## config.mk

```make
export PLATFORM = sky130hd
export DESIGN_NAME = div_seq
export DESIGN_NICKNAME = d
export VERILOG_FILES = /design/src/rtl/div_seq_pkg.sv /design/src/rtl/div_seq_div.sv /design/src/rtl/div_seq.sv
export SDC_FILE = /design/constraint.sdc
export NUM_CORES = 2
export LEC_CHECK = 0
export CAP_MARGIN = 20
export CORE_ASPECT_RATIO = 1.5
export CORE_MARGIN = 3
export CORE_UTILIZATION = 40
export DETAILED_ROUTE_END_ITERATION = 16
export SYNTH_ARGS = -nofsm -noshare
export SYNTH_HDL_FRONTEND = slang
export SYNTH_SLANG_ARGS = --single-unit
```

## constraint.sdc

```tcl
create_clock -name clk -period 94.2 [get_ports clk]
set_input_delay 18.84 -clock clk [delete_from_list [all_inputs] [get_ports clk]]
set_output_delay 18.84 -clock clk [all_outputs]
set_load 0.03 [all_outputs]
```

## src/rtl/div_seq_pkg.sv

```systemverilog
// Shared definitions for the sequential divider wrapper: divide control
// encodings, FSM state encoding and small decode helpers.
package div_seq_pkg;

  // Divide control encodings (ctrl[2] marks a divide-class op)
  localparam logic [2:0] CTRL_DIV  = 3'b100;
  localparam logic [2:0] CTRL_DIVU = 3'b101;
  localparam logic [2:0] CTRL_REM  = 3'b110;
  localparam logic [2:0] CTRL_REMU = 3'b111;

  // Sequencer states
  typedef enum logic [1:0] {
    ST_IDLE = 2'd0,
    ST_BUSY = 2'd1,
    ST_DONE = 2'd2
  } state_t;

  // ctrl[0]==0 selects the signed flavour (DIV/REM)
  function automatic logic ctrl_is_signed(input logic [2:0] c);
    return ~c[0];
  endfunction

  // ctrl[1]==1 selects the remainder flavour (REM/REMU)
  function automatic logic ctrl_is_rem(input logic [2:0] c);
    return c[1];
  endfunction

endpackage

```

## src/rtl/div_seq_div.sv

```systemverilog
// Combinational divider. Fully defined for every input, including divide
// by zero and signed overflow, so the sequencer can capture it blindly.
module div
  import div_seq_pkg::*;
#(
  parameter int DATA_WIDTH = 32,
  parameter int DIV_CTRL   = 3
) (
  input  logic [DATA_WIDTH-1:0] i_dividend,
  input  logic [DATA_WIDTH-1:0] i_divisor,
  input  logic [DIV_CTRL-1:0]   i_ctrl,
  output logic [DATA_WIDTH-1:0] o_result
);

  localparam logic [DATA_WIDTH-1:0] W_MIN = {1'b1, {(DATA_WIDTH-1){1'b0}}};

  logic [2:0]            w_code;
  logic [DATA_WIDTH-1:0] w_quot_s;
  logic [DATA_WIDTH-1:0] w_rem_s;
  logic [DATA_WIDTH-1:0] w_quot_u;
  logic [DATA_WIDTH-1:0] w_rem_u;

  assign w_code = i_ctrl[2:0];

  // Raw quotient/remainder for both signednesses; guarded below
  always_comb begin
    w_quot_s = '0;
    w_rem_s  = '0;
    w_quot_u = '0;
    w_rem_u  = '0;
    if (i_divisor != '0) begin
      w_quot_u = i_dividend / i_divisor;
      w_rem_u  = i_dividend % i_divisor;
      if (!(i_dividend == W_MIN && i_divisor == '1)) begin
        w_quot_s = $unsigned($signed(i_dividend) / $signed(i_divisor));
        w_rem_s  = $unsigned($signed(i_dividend) % $signed(i_divisor));
      end
    end
  end

  // Select result by op, applying divide-by-zero and overflow rules
  always_comb begin
    o_result = '0;
    if (!w_code[2]) begin
      o_result = '0;
    end else if (i_divisor == '0) begin
      o_result = ctrl_is_rem(w_code) ? i_dividend : '1;
    end else if (ctrl_is_signed(w_code) && i_dividend == W_MIN && i_divisor == '1) begin
      o_result = ctrl_is_rem(w_code) ? '0 : i_dividend;
    end else begin
      case ({ctrl_is_rem(w_code), ctrl_is_signed(w_code)})
        2'b01:   o_result = w_quot_s;
        2'b00:   o_result = w_quot_u;
        2'b11:   o_result = w_rem_s;
        default: o_result = w_rem_u;
      endcase
    end
  end

endmodule

```

## src/rtl/div_seq.sv

```systemverilog
// Multicycle divide sequencer for the EX stage. Operands are registered
// and held for DIV_CYCLES cycles while the combinational divider settles;
// special cases bypass the wait and complete the cycle after accept.
//
// Handshakes: an op transfers on a rising edge where in_valid & in_ready
// & ~flush; a result transfers on a rising edge where out_valid &
// out_ready & ~flush. Neither valid depends combinationally on the
// matching ready, and result/rd_out are stable while out_valid is high.
module div_seq
  import div_seq_pkg::*;
#(
  parameter int DATA_WIDTH = 32,
  parameter int DIV_CTRL   = 3,
  parameter int DIV_CYCLES = 4
) (
  input  logic                  clk,
  input  logic                  rst,
  input  logic                  in_valid,
  output logic                  in_ready,
  input  logic [DATA_WIDTH-1:0] op1,
  input  logic [DATA_WIDTH-1:0] op2,
  input  logic [DIV_CTRL-1:0]   ctrl,
  input  logic [4:0]            rd_in,
  input  logic                  flush,
  output logic                  out_valid,
  input  logic                  out_ready,
  output logic [DATA_WIDTH-1:0] result,
  output logic [4:0]            rd_out,
  output logic                  stall,
  output state_t                dbg_state
);

  localparam int CNT_W = (DIV_CYCLES > 1) ? $clog2(DIV_CYCLES) : 1;
  localparam logic [CNT_W-1:0] CNT_LOAD = CNT_W'(DIV_CYCLES - 1);
  localparam logic [DATA_WIDTH-1:0] W_MIN = {1'b1, {(DATA_WIDTH-1){1'b0}}};

  state_t                r_state;
  state_t                w_state_nxt;
  logic [CNT_W-1:0]      r_cnt;
  logic [DATA_WIDTH-1:0] r_op1;
  logic [DATA_WIDTH-1:0] r_op2;
  logic [DIV_CTRL-1:0]   r_ctrl;
  logic [4:0]            r_rd;
  logic [DATA_WIDTH-1:0] r_result;
  logic [4:0]            r_rd_out;

  logic                  w_accept;
  logic                  w_div_zero;
  logic                  w_ovf;
  logic                  w_special;
  logic [DATA_WIDTH-1:0] w_special_res;
  logic [DATA_WIDTH-1:0] w_div_result;

  // Divider sees only the held operand registers
  div #(
    .DATA_WIDTH(DATA_WIDTH),
    .DIV_CTRL  (DIV_CTRL)
  ) u_div (
    .i_dividend(r_op1),
    .i_divisor (r_op2),
    .i_ctrl    (r_ctrl),
    .o_result  (w_div_result)
  );

  // Special-case detection on the incoming op (short-circuit path)
  always_comb begin
    w_div_zero    = (op2 == '0);
    w_ovf         = ctrl_is_signed(ctrl[2:0]) && (op1 == W_MIN) && (op2 == '1);
    w_special     = ~ctrl[2] | w_div_zero | w_ovf;
    w_special_res = '0;
    if (!ctrl[2]) begin
      w_special_res = '0;
    end else if (w_div_zero) begin
      w_special_res = ctrl_is_rem(ctrl[2:0]) ? op1 : '1;
    end else if (w_ovf) begin
      w_special_res = ctrl_is_rem(ctrl[2:0]) ? '0 : op1;
    end
  end

  // Status outputs decoded from state alone
  always_comb begin
    in_ready  = 1'b0;
    out_valid = 1'b0;
    stall     = 1'b1;
    case (r_state)
      ST_IDLE: begin
        in_ready = 1'b1;
        stall    = 1'b0;
      end
      ST_DONE: out_valid = 1'b1;
      default: ;
    endcase
  end

  assign w_accept  = in_valid & in_ready & ~flush;
  assign result    = r_result;
  assign rd_out    = r_rd_out;
  assign dbg_state = r_state;

  // Next-state logic; flush overrides everything except reset
  always_comb begin
    w_state_nxt = r_state;
    if (flush) begin
      w_state_nxt = ST_IDLE;
    end else begin
      case (r_state)
        ST_IDLE: if (in_valid) w_state_nxt = w_special ? ST_DONE : ST_BUSY;
        ST_BUSY: if (r_cnt == '0) w_state_nxt = ST_DONE;
        ST_DONE: if (out_ready) w_state_nxt = ST_IDLE;
        default: w_state_nxt = ST_IDLE;
      endcase
    end
  end

  // State register
  always_ff @(posedge clk) begin
    if (rst) r_state <= ST_IDLE;
    else     r_state <= w_state_nxt;
  end

  // Operand capture, cycle counter and result/tag registers
  always_ff @(posedge clk) begin
    if (rst) begin
      r_cnt    <= '0;
      r_op1    <= '0;
      r_op2    <= '0;
      r_ctrl   <= '0;
      r_rd     <= '0;
      r_result <= '0;
      r_rd_out <= '0;
    end else if (flush) begin
      r_cnt    <= '0;
      r_result <= '0;
      r_rd_out <= '0;
    end else begin
      case (r_state)
        ST_IDLE: begin
          if (w_accept) begin
            r_op1  <= op1;
            r_op2  <= op2;
            r_ctrl <= ctrl;
            r_rd   <= rd_in;
            r_cnt  <= CNT_LOAD;
            if (w_special) begin
              r_result <= w_special_res;
              r_rd_out <= rd_in;
            end
          end
        end
        ST_BUSY: begin
          if (r_cnt == '0) begin
            r_result <= w_div_result;
            r_rd_out <= r_rd;
          end else begin
            r_cnt <= r_cnt - 1'b1;
          end
        end
        default: ;
      endcase
    end
  end

endmodule

```

### After elaboration in Yosys (flattened, before gate mapping)

Index checks and enable logic that the tools add are counted.

| storage, ports and cells | value |
|---|---|
| register bits after elaboration | 113 |
| latch bits | 0 |
| RAM bits | 0 |
| memory bits (read-only) | 0 |
| bits of input ports | 77 |
| output and inout bits | 42 |
| logic and storage cells | 88 |
| memories kept | 0 |

| operators by class | value |
|---|---|
| add/sub/neg operators | 1 |
| multipliers | 0 |
| divide/modulo/power cells | 4 |
| $lt $le $gt $ge | 0 |
| equality and inequality tests | 14 |
| shifts and indexed selects | 0 |
| multiplexer cells | 36 |
| bitwise logic cells | 8 |
| reductions and logical operators | 17 |

Operator list:

| cell | count |
|---|---|
| $mux W32 | 19 |
| $eq A32 B32 Y1 const B | 4 |
| $pmux W32 S3 | 1 |
| $div A32 B32 Y32 | 2 |
| $logic_not A32 Y1 | 2 |
| $mod A32 B32 Y32 | 2 |
| $pmux W32 S2 | 1 |
| $reduce_bool A32 Y1 | 1 |
| $mux W5 | 3 |
| $mux W2 | 6 |
| $ne A2 B2 Y1 const B | 6 |
| $pmux W5 S2 | 1 |
| $reduce_and A3 Y1 | 3 |
| $logic_not A2 Y1 | 3 |
| $pmux W2 S3 | 1 |
| $logic_and A1 B1 Y1 | 5 |
| $eq A2 B1 Y1 const B | 2 |
| $eq A2 B2 Y1 const B | 2 |
| $not A1 Y1 | 4 |
| $pmux W2 S2 | 1 |
| $reduce_and A4 Y1 | 1 |
| $mux W1 | 3 |
| $and A1 B1 Y1 | 2 |
| $or A1 B1 Y1 | 2 |
| 3 further kinds | 3 |

### Longest topological paths before layout

| logic depth | value |
|---|---|
| word-level depth | 10 |
| gate-level depth with buffers | 399 |
| depth with buffers taken out | 359 |

### By module

From an unflattened synthesis, not the netlist that was laid out.

| second synthesis, totals | value |
|---|---|
| cell total of the unflattened synthesis | 10,441 |
| area, all modules | 69,340.3 µm² |

Modules (own cells, without submodules):

| module | times used | cells each | area each (µm²) | seq. area each (µm²) |
|---|---|---|---|---|
| div | 1 | 9,812 | 64,498.1 | 0.0 |
| div_seq | 1 | 629 | 4,842.1 | 2,262.2 |

### Least setup slack after synthesis

OpenSTA, ideal clock, no wires.

| timing | value |
|---|---|
| path kind | register to register |
| start | reg r_op2[0] |
| end | reg r_result[31] (netlist: result[31]) |
| library setup time | 0.119 ns |
| arrival | 82.736 ns |
| setup slack | 11.344 ns |
| cell stages (with the launch flop) | 369 |
| period minus slack after synthesis | 82.856 ns |
| cells stage by stage | dfxtp_1 > inv_1 > ha_1 > or3b_2 > nor4_4 > a21oi_1 > xnor2_1 > and3_1 > and4_1 > buf_2 > buf_2 > nand2_1 > clkbuf_1 > or3_1 > nand2_1 > o21ai_0 > ha_1 > or4b_2 > (+333 left out) > ha_1 > nand4_1 > or3_1 > or2_2 > or3_1 > nand2_1 > buf_1 > clkbuf_1 > clkbuf_1 > o221ai_1 > a21oi_1 > nand3b_1 > nor4_2 > nand2b_4 > or3_1 > o31a_1 > xnor2_1 > o21ai_1 |

| between the ends | value |
|---|---|
| word-level cells in the longest chain between the ends | 10 |
| elaborated cells between the ends (all ways) | 21 |
| classes of those cells | div: 4; eq/ne: 1; mux: 12; reduce/logical: 4 |

Ends and longest elaborated chain:

| what | line | source |
|---|---|---|
| from (decl) | div_seq.sv:41 | `logic [DATA_WIDTH-1:0] r_op2;` |
| from (signal assigned) | div_seq.sv:140 | `r_op2 <= op2;` |
| branches (longest 6 deep; another with $mod A32 B32 Y32) | - |  |
| $mux W32 (*) | div_seq_div.sv:46 | `end else if (i_divisor == '0) begin` |
| $mux W32 (*) | div_seq_div.sv:44 | `if (!w_code[2]) begin` |
| $mux W32 (*) | div_seq.sv:151 | `if (r_cnt == '0) begin` |
| $pmux W32 S2 (*) | div_seq.sv:136 | `case (r_state)` |
| to (signal assigned) | div_seq.sv:145 | `r_result <= w_special_res;` |
| to (signal assigned) | div_seq.sv:152 | `r_result <= w_div_result;` |
| to (decl) | div_seq.sv:44 | `logic [DATA_WIDTH-1:0] r_result;` |

Mark *: on every way between the ends. The select of a mux whose other input is x is not followed.
A chain may end at the register's enable or synchronous reset.

### Worst setup path after layout

| timing | value |
|---|---|
| start | reg r_op2[1] |
| end | reg r_result[28] (netlist: result[28]) |

Same word-level chain as after synthesis.

==> results.yml <==
status:
  outcome: "complete, no violations"
yosys:
  proportion_of_synthesized_chip_area_in_sequential_cells: 0.0332
  synthDominantCellAreaShare: 0.195
  dominantRegCellSynth: "sky130_fd_sc_hd__dfxtp_1"
  post_synth_inst_count: 10200
  syn-cell-area_sq_um: 68200
  yosysMostFrequentCell: "sky130_fd_sc_hd__nand2_1"
  synth_async_reset_ratio: 0
  synthesis_warnings: 0
  synth.ff_latch_count: 113
  syn_nets: 11400
  ys_types: 114
  synth_area_leader_cell: "sky130_fd_sc_hd__ha_1"
  synthesis.area_per_instance_sq_um: 6.67
  synth_edf_count: 0
  post_synth_main_area_contributors: "sky130_fd_sc_hd__ha_1, sky130_fd_sc_hd__a21oi_1, sky130_fd_sc_hd__xnor2_1, sky130_fd_sc_hd__nand2_1, sky130_fd_sc_hd__nor2_1"
  synth_common_cells: "sky130_fd_sc_hd__nand2_1, sky130_fd_sc_hd__ha_1, sky130_fd_sc_hd__nor2_1"
die:
  floorplan.io_pins: 119
  row_count: 185
  core_sq_um: 169000
  full_die_area_sq_um: 176000
  chip_height_microns: 512
  floorplan.initialDensity: 0.402
  die_w_microns: 343
clock_tree:
  cts_buffers: 17
  cts_root_buffer_type: "sky130_fd_sc_hd__clkbuf_16"
  clkLatencyLatePin_ns: 0.41
  cts_hold_repair.buffers: 0
  ctsHtreeMaxLevel: 4
  tritoncts: "yes"
  cts.sink_count: 113
  maximum_buffer_depth_of_the_clock_tree: 2
  path_clk_slew_ns: 0.06
placed_design:
  post_place_cell_area_sq_um: 73700
  dpl.hpwl_mm: 290
  last_weighted_congestion_value_of_the_routability_driven_placer: 1.12
  io_buffer_count: 118
worst_setup_path:
  critical_path.n_buffers_inverters: 28
  critical_path.max_stage_delay_ns: 0.87
  critical_path_startpoint_category: "register"
  endpoint_kind: "register"
  reg2reg_slack_ns: 3.62
  critical_path_maximum_fanout: 33
  timing.critical_path.required_ns: 94.49
  arrival_ns: 90.87
  timing.setup.critical_path_class: "reg -> reg"
  cpMaxStageDelayCell: "sky130_fd_sc_hd__o41ai_1"
  cp_common_cell: "sky130_fd_sc_hd__ha_1"
  critical-path-top-delay-family: "compound AO/OA/AOI/OAI gates"
min_path:
  hold_path_class: "reg -> reg"
global_route:
  grt-ovfl-total: 0
  grt_use_total: 0.387
  grt_antenna_before_repair: 9
  maximum_number_of_pins_on_one_net_before_global_route_repair: 80
  grt_first_pass_wirelength_mm: 517
  via_count_of_the_first_global_routing_pass: 81400
detailed_routing:
  vias_per_cell: 6.68
  postRouteAntennaNets: 0
  drt-total-wl_mm: 359
  drc: 0
  route.vias.total: 84100
  drt-initial-drc-count: 8489
  firstDrtPassIters: 6
  wire_per_inst_microns: 28.5
finish:
  layout-drive-gt1-share: 0.0807
  stdcell_area_sq_um: 74900
  nNetsFinal: 11500
  final_core_utilization: 0.442
  area_growth_pct: 9.86
sta:
  unrepaired_setup_endpoints_after_global_routing: "false"
  post-route-min-period_ns: 90.58
  post-route-period-util: 0.962
  worst_slew_margin_rel: 0.128
  worstMarginPinSlew_ns: 1.29
  drv_slew: 0
  setup_viol_count_final: 0
  finalClockSkew_ns: 0.00796
  fmax_ghz: 0.0110
  finalHoldViolCount: 0
run:
  timing.max_cap.violations: 0
## final timing paths
path | startpoint | endpoint | cells after the start
worst max-delay path | r_op2[1] | result[28] | 337
worst min-delay path | r_rd[2] | r_rd[2] | 2
worst max register to register | r_op2[1] | result[28] | 337
worst min register to register | r_rd[2] | r_rd[2] | 2
## worst reg2reg max path: cells and delay by family, from the launching register on
kind	cells	cell delay (ns)
compound gates	160	43.92
simple gates	112	28.56
fa+ha+maj	33	10.30
buf+inv	28	6.00
xor+xnor	2	0.62
mux	2	0.60
flops	1	0.56
## repair_timing
action,CTS,global route
gates resized for setup,17,90
setup buffers,0,11
hold endpoints to repair,0,0
pin swaps,0,6
endpoints found under the setup margin,32,32
## through the flow
stage	hold slack, ns	TNS (ns)	cells	worst slack [ns]
6_report	0.458	0	12600	3.62
5_1_grt	0.479	0	12600	0.0337
4_1_cts	0.457	0	12600	0.0493
3_5_place_dp	0.449	-71.14	12500	-2.82
3_3_place_gp	0.444	-48.29	12500	-2.13
2_1_floorplan	0.437	0	10200	11.34
## sequential cells by signal (all words and copies together), names as in the netlist
signal / flops
dbg_state: 2
r_cnt: 2
r_rd: 5
r_op2: 32
result: 32
r_ctrl: 3
r_op1: 32
rd_out: 5
## layout by cell type, fill, tap and decap left out, types with 137 or more instances in the layout
master	instances
sky130_fd_sc_hd__nand2_1	1183
sky130_fd_sc_hd__ha_1	1065
sky130_fd_sc_hd__nor2_1	993
sky130_fd_sc_hd__a21oi_1	981
sky130_fd_sc_hd__o21ai_0	619
sky130_fd_sc_hd__xnor2_1	509
sky130_fd_sc_hd__buf_4	356
sky130_fd_sc_hd__inv_1	344
sky130_fd_sc_hd__a21o_1	340
sky130_fd_sc_hd__nor3_1	326
sky130_fd_sc_hd__xor2_1	322
sky130_fd_sc_hd__nand3_1	270
sky130_fd_sc_hd__o21a_1	246
sky130_fd_sc_hd__a31oi_1	162
sky130_fd_sc_hd__nand4_1	137
## area by class of cell
type	instances	area [sq um]
diodes	7	17.5
clock buffers	17	425
clock inverters	15	184
fillers	17900	94500
inverters	358	1350
multi-input cells	9342	63800
flip-flops and latches	113	2260
well taps	2244	2810
repair buffers	486	4060
## logic make-up (layout without fill, tap and decap cells)
family,count (synthesis),count (layout),synth area share
other,0,7,0
xor gates and xnor gates,851,851,0.109
AOI/OAI and AO/OA,3423,3423,0.326
buffers and inverters,768,876,0.0432
adders and majority gates,1067,1067,0.196
and+or+nand+nor,3833,3833,0.266
DFF,113,113,0.0332
muxes,168,168,0.0262
## routing by layer
metal / wire length [microns] / vias to the layer above / track usage
met4: 46200 / 4 / 0.395
li1: - / 38200 / -
met2: 159000 / 4760 / 0.632
met3: 31200 / 1742 / 0.0760
met1: 123000 / 39400 / 0.405
met5: 27 / - / 0
Power is not shown: default switching activity piles up to over one toggle a cycle in this logic, so the estimate is an artifact.
